===== src/rtl/mem_port_arbiter.sv =====
// mem_port_arbiter: shares the single LC-3b memory port between fetch (reads) and MEM (loads/stores).
// Latency: grant in IDLE, request presented the next cycle, ready pulse one cycle after mem_rdy (3 cycles minimum).
// Backpressure: requesters hold req/addr/data until their ready pulse; the memory stalls the port by holding mem_rdy low.
// Build option: define ARB_RR_EN to alternate grants under contention; otherwise data has strict priority.
module mem_port_arbiter #(
  parameter int AW = 16,
  parameter int DW = 16
) (
  input  logic          clk,
  input  logic          rst_n,
  // fetch requester
  input  logic          i_req,
  input  logic [AW-1:0] i_addr,
  output logic          imem_r,
  output logic [DW-1:0] instr,
  // MEM-stage requester
  input  logic          d_req,
  input  logic          d_we,
  input  logic [1:0]    d_wmask,
  input  logic [AW-1:0] d_addr,
  input  logic [DW-1:0] d_wdata,
  output logic          dmem_r,
  output logic [DW-1:0] d_rdata,
  // unified memory port
  output logic          mem_req,
  output logic          mem_we,
  output logic [1:0]    mem_wmask,
  output logic [AW-1:0] mem_addr,
  output logic [DW-1:0] mem_wdata,
  input  logic [DW-1:0] mem_rdata,
  input  logic          mem_rdy
);

  typedef enum logic [1:0] {
    ST_IDLE    = 2'd0,
    ST_IFETCH  = 2'd1,
    ST_DACCESS = 2'd2
  } state_e;

  typedef enum logic {
    GNT_INSTR = 1'b0,
    GNT_DATA  = 1'b1
  } grant_e;

  state_e          state_q, state_d;
  grant_e          last_grant_q, last_grant_d;

  logic            mem_we_q;
  logic [1:0]      mem_wmask_q;
  logic [AW-1:0]   mem_addr_q;
  logic [DW-1:0]   mem_wdata_q;
  logic            imem_r_q;
  logic            dmem_r_q;
  logic [DW-1:0]   instr_q;
  logic [DW-1:0]   d_rdata_q;

  logic            i_elig;
  logic            d_elig;
  logic            pick_i;
  logic            pick_d;
  logic            busy;
  logic            fetch_done;
  logic            data_done;
  logic            fetch_hit;

  // A requester still seeing its own pulse must not be granted again for the same access.
  assign i_elig = i_req && !imem_r_q;
  assign d_elig = d_req && !dmem_r_q;

  // A fetch is only delivered if fetch still wants the very address that was sent to memory.
  assign fetch_hit = i_req && (i_addr == mem_addr_q);

  // Arbitration: only in IDLE; contention resolved by strict data priority or round-robin.
  always_comb begin
    pick_i = 1'b0;
    pick_d = 1'b0;
    if (state_q == ST_IDLE) begin
      if (d_elig && i_elig) begin
`ifdef ARB_RR_EN
        pick_d = (last_grant_q == GNT_INSTR);
        pick_i = (last_grant_q == GNT_DATA);
`else
        pick_d = 1'b1;
`endif
      end else begin
        pick_d = d_elig;
        pick_i = i_elig;
      end
    end
  end

  // Track the most recent winner; in the strict-priority build it is kept but does not steer grants.
  always_comb begin
    last_grant_d = last_grant_q;
    if (pick_d) begin
      last_grant_d = GNT_DATA;
    end else if (pick_i) begin
      last_grant_d = GNT_INSTR;
    end
  end

  // FSM state register.
  always_ff @(posedge clk) begin
    if (!rst_n) begin
      state_q <= ST_IDLE;
    end else begin
      state_q <= state_d;
    end
  end

  // FSM next state: grant from IDLE, return to IDLE on the completing edge.
  always_comb begin
    state_d = state_q;
    unique case (state_q)
      ST_IDLE: begin
        if (pick_d) begin
          state_d = ST_DACCESS;
        end else if (pick_i) begin
          state_d = ST_IFETCH;
        end
      end
      ST_IFETCH, ST_DACCESS: begin
        if (mem_rdy) begin
          state_d = ST_IDLE;
        end
      end
      default: state_d = ST_IDLE;
    endcase
  end

  // FSM outputs: the port is requested in every busy state; mem_rdy only counts while busy.
  always_comb begin
    busy       = (state_q != ST_IDLE);
    fetch_done = (state_q == ST_IFETCH)  && mem_rdy;
    data_done  = (state_q == ST_DACCESS) && mem_rdy;
  end

  // Grant bookkeeping register.
  always_ff @(posedge clk) begin
    if (!rst_n) begin
      last_grant_q <= GNT_INSTR;
    end else begin
      last_grant_q <= last_grant_d;
    end
  end

  // Memory command registers: captured at grant, held untouched for the whole transaction.
  always_ff @(posedge clk) begin
    if (!rst_n) begin
      mem_we_q    <= 1'b0;
      mem_wmask_q <= 2'b00;
      mem_addr_q  <= '0;
      mem_wdata_q <= '0;
    end else if (pick_d) begin
      mem_we_q    <= d_we;
      mem_wmask_q <= d_wmask;
      mem_addr_q  <= d_addr;
      mem_wdata_q <= d_wdata;
    end else if (pick_i) begin
      // Fetches are full-word reads; write data is left as is since it is ignored on reads.
      mem_we_q    <= 1'b0;
      mem_wmask_q <= 2'b11;
      mem_addr_q  <= i_addr;
    end
  end

  // Fetch response: one-cycle pulse and registered word, dropped when fetch was redirected.
  always_ff @(posedge clk) begin
    if (!rst_n) begin
      imem_r_q <= 1'b0;
      instr_q  <= '0;
    end else begin
      imem_r_q <= 1'b0;
      if (fetch_done && fetch_hit) begin
        imem_r_q <= 1'b1;
        instr_q  <= mem_rdata;
      end
    end
  end

  // Data response: always pulses on completion; only loads update the returned word.
  always_ff @(posedge clk) begin
    if (!rst_n) begin
      dmem_r_q  <= 1'b0;
      d_rdata_q <= '0;
    end else begin
      dmem_r_q <= 1'b0;
      if (data_done) begin
        dmem_r_q <= 1'b1;
        if (!mem_we_q) begin
          d_rdata_q <= mem_rdata;
        end
      end
    end
  end

  assign mem_req   = busy;
  assign mem_we    = mem_we_q;
  assign mem_wmask = mem_wmask_q;
  assign mem_addr  = mem_addr_q;
  assign mem_wdata = mem_wdata_q;
  assign imem_r    = imem_r_q;
  assign instr     = instr_q;
  assign dmem_r    = dmem_r_q;
  assign d_rdata   = d_rdata_q;

endmodule


===== config.mk =====
export PLATFORM = sky130hd
export DESIGN_NAME = mem_port_arbiter
export DESIGN_NICKNAME = d
export VERILOG_FILES = /design/src/rtl/mem_port_arbiter.sv
export SDC_FILE = /design/constraint.sdc
export NUM_CORES = 1
export LEC_CHECK = 0
export CAP_MARGIN = 10
export CORE_MARGIN = 3
export CORE_UTILIZATION = 40
export DETAILED_ROUTE_END_ITERATION = 8
export PLACE_DENSITY = 0.8
export SLEW_MARGIN = 5
export SYNTH_ARGS = -nofsm -noshare
export SYNTH_HDL_FRONTEND = slang
export SYNTH_SLANG_ARGS = --single-unit

===== constraint.sdc =====
create_clock -name clk -period 1.9 [get_ports clk]
set_input_delay 0.38 -clock clk [delete_from_list [all_inputs] [get_ports clk]]
set_output_delay 0.38 -clock clk [all_outputs]
set_load 0.05 [all_outputs]

==> flow_metrics.tcl, run 1 <==
set metrics [dict create \
    grt_max_degree 31 \
    async_flop_share_pct 0 \
    clock_latency_ps 330 \
    placed_area_um2 4450 \
    skew_ps 10.3 \
    fillerInstances 573 \
    track_usage_pct 21.9 \
    synth_area_um2 2850 \
    multi_input_area_um2 1300 \
    path_buf_inv 1 \
    cts_sinks 71 \
    finalMaxSlewViolations 0 \
    area_growth_pct 66.0 \
    synth_seq_area_share_pct 50.0 \
    yosys.area.top_type "dfxtp_1" \
    grt_pass1_wl_mm 14.7 \
    ys_types 30 \
    hold_buffers 0 \
    grt_remaining_overflow 0 \
    tns_ps 0 \
    wl_per_cell_um 15.4 \
    wirelength_mm 9.11 \
    synth_nets 416 \
    leakagePower_uw 0.00207 \
    holdWs_ps 454 \
    synthFlopType "dfxtp_1" \
    fin_crit_ps 1860 \
    drtPass1Iterations 4 \
    portBuffers 141 \
    synth-seq-cells 71 \
    cts_made_buffers 9 \
    cp_top_family "buffers and inverters" \
    root_buffer "clkbuf_8" \
    clockBufferDepth 2 \
    worst_slew_pin_slew_ps 539 \
    syn_area_per_cell_um2 8.34 \
    critPathKind "reg2out" \
    crit_arrival_ps 1480 \
    start_util_pct 41.6 \
    p_per_area_nw_per_um2 896 \
    post-route-cell-area_um2 4720 \
    synthTopCellsByArea "dfxtp_1, a21oi_1, nand2_1" \
    drt_iter0_drc 172 \
    layout.cells.non_filler 591 \
    hold_class "reg2reg" \
    synth_edf_count 0 \
    diodes 0 \
    hold_viol_final 0 \
    period_share_pct 97.9 \
    grt_pass1_vias 3007 \
    synthTopCellsByCount "nand2_1, dfxtp_1, a21oi_1" \
    ant_nets 0 \
    register_area_um2 1420 \
    status "finished, final reports clean" \
    io_pins 142 \
    drc 0 \
    antenna_found_initial 0 \
    dieArea_um2 8160 \
    grt_setup_unrepaired "false" \
    via_per_inst 5.09 \
    htreeDepth 3 \
    final_util_pct 69.1 \
    dp_hpwl_mm 6.74 \
    required_ps 1520 \
    setup_viol 0 \
    place_congestion 0.789 \
    cts_setup_buffers 0 \
    vdd_drop_max_mv 0.460 \
    cp-start-kind "flip-flop" \
    fmax_mhz 537 \
    vias 3011 \
    cap_viol_max_count 0 \
    fp.coreArea_um2 6830 \
    netlist.area_leader.share_pct 50.0 \
    critPathMaxFanout 2 \
    max_stage_delay_ps 810 \
    chipHeight_um 90.3 \
    rows 30 \
    clkTransAtPathRegs_ps 70 \
    placedCellCount 575 \
    drive_gt1_share_pct 13.7 \
    cts_tree "done" \
    dieWidth_um 90.3 \
    synth_most_common_cell "nand2_1" \
    synthCells 341 \
    relSlewSlack_pct 64.0 \
    crit_path_end_kind "output port" \
    yosys_warnings 0 \
    path_cells "clkdlybuf4s50_1" \
    nets 565 \
    worst_path_max_delay_cell "clkdlybuf4s50_1" \
]
## layout make-up
| cell class | count | area share [%] |
|---|---|---|
| timing repair buffer | 161 | 34.5 |
| clock inverter | 4 | 1.62 |
| clock buffer | 12 | 3.28 |
| inverter | 4 | 0.318 |
| tap | 96 | 2.54 |
| sequential | 71 | 30.1 |
| multi-input combinational | 243 | 27.6 |
## final timing paths
path / startpoint / end / slack (ps) / cells past startpoint
worst max-delay path: mem_wdata[14]$_SDFFE_PN0N_ / mem_wdata[14] / 40 / 1
worst min-delay path: mem_wdata[7]$_SDFFE_PN0N_ / mem_wdata[7]$_SDFFE_PN0N_ / 450 / 2
worst max register to register: state_q[1]$_SDFFE_PN0P_ / mem_addr[9]$_SDFFE_PN0P_ / 300 / 7
worst min register to register: mem_wdata[7]$_SDFFE_PN0N_ / mem_wdata[7]$_SDFFE_PN0N_ / 450 / 2
## sequential cells by signal, summed over array words and instances, names as in the netlist
register,flops
state_q,2
mem_addr,16
dmem_r,1
d_rdata,16
instr,16
mem_wmask,2
mem_we,1
mem_wdata,16
imem_r,1
## kinds of logic after synthesis
group / synth area share, %
and+or+nand+nor: 18.5
AOI/OAI and AO/OA: 21.1
DFF: 50.0
buffers and inverters: 4.22
xor gates and xnor gates: 4.93
adders and majority gates: 1.32
## cell usage in the layout, fill, tap and decap left out, types with 2 or more instances in the layout
| cell type | count |
|---|---|
| clkdlybuf4s50_1 | 95 |
| nor2b_1 | 2 |
| xor2_1 | 8 |
| nand2b_1 | 2 |
| ha_1 | 3 |
| nor4_2 | 2 |
| nand2_1 | 83 |
| buf_12 | 7 |
| a21oi_1 | 65 |
| dlygate4sd2_1 | 2 |
| a22oi_1 | 2 |
| dlymetal6s2s_1 | 19 |
| o21ai_0 | 17 |
| clkbuf_8 | 11 |
| inv_1 | 3 |
| nor2_2 | 2 |
| bufinv_16 | 2 |
| nand3_1 | 17 |
| xnor2_1 | 8 |
| o221ai_1 | 16 |
| dfxtp_1 | 71 |
| nor2_1 | 6 |
| buf_4 | 38 |
| nand4_1 | 2 |
| o221a_2 | 2 |
## what timing repair did
| action | in CTS | in global routing |
|---|---|---|
| resized for setup | 2 | 19 |
| endpoints found under the setup margin | 2 | 19 |
| endpoints found under the hold margin | 0 | 0 |
## metal layers
layer | vias up | track usage (%) | part of all wire, %
met5 | - | 0 | 0
met4 | 0 | 8.29 | 2.1
met2 | 117 | 38.8 | 51
met1 | 1397 | 26.2 | 41
li1 | 1480 | - | -
met3 | 17 | 4.25 | 5.7
## stage by stage
stage	setup slack (ps)	power [uW]
floorplan	61.9	2360
global placement	-90.9	2870
detailed placement	-153	2890
CTS	9.52	4270
global route	3.43	4410
finish	39.0	4230
## where the power goes
| part | internal (uW) | total, uW | switching (uW) |
|---|---|---|---|
| combinational | 485 | 1200 | 713 |
| sequential | 1590 | 1660 | 71.4 |
| clock | 817 | 1380 | 559 |
| total | 2890 | 4230 | 1340 |
(Power assumes the default switching activity.)
==> inputs of run 2 (changes only) <==
--- a/config.mk
+++ b/config.mk
@@ -5,6 +5,7 @@
 export SDC_FILE = /design/constraint.sdc
 export NUM_CORES = 1
 export LEC_CHECK = 0
+export ABC_CLOCK_PERIOD_IN_PS = 1900
 export CAP_MARGIN = 10
 export CORE_MARGIN = 3
 export CORE_UTILIZATION = 40
==> results of run 2 <==
Same layout as run 1: the final DEF is identical, and so are final timing and power.
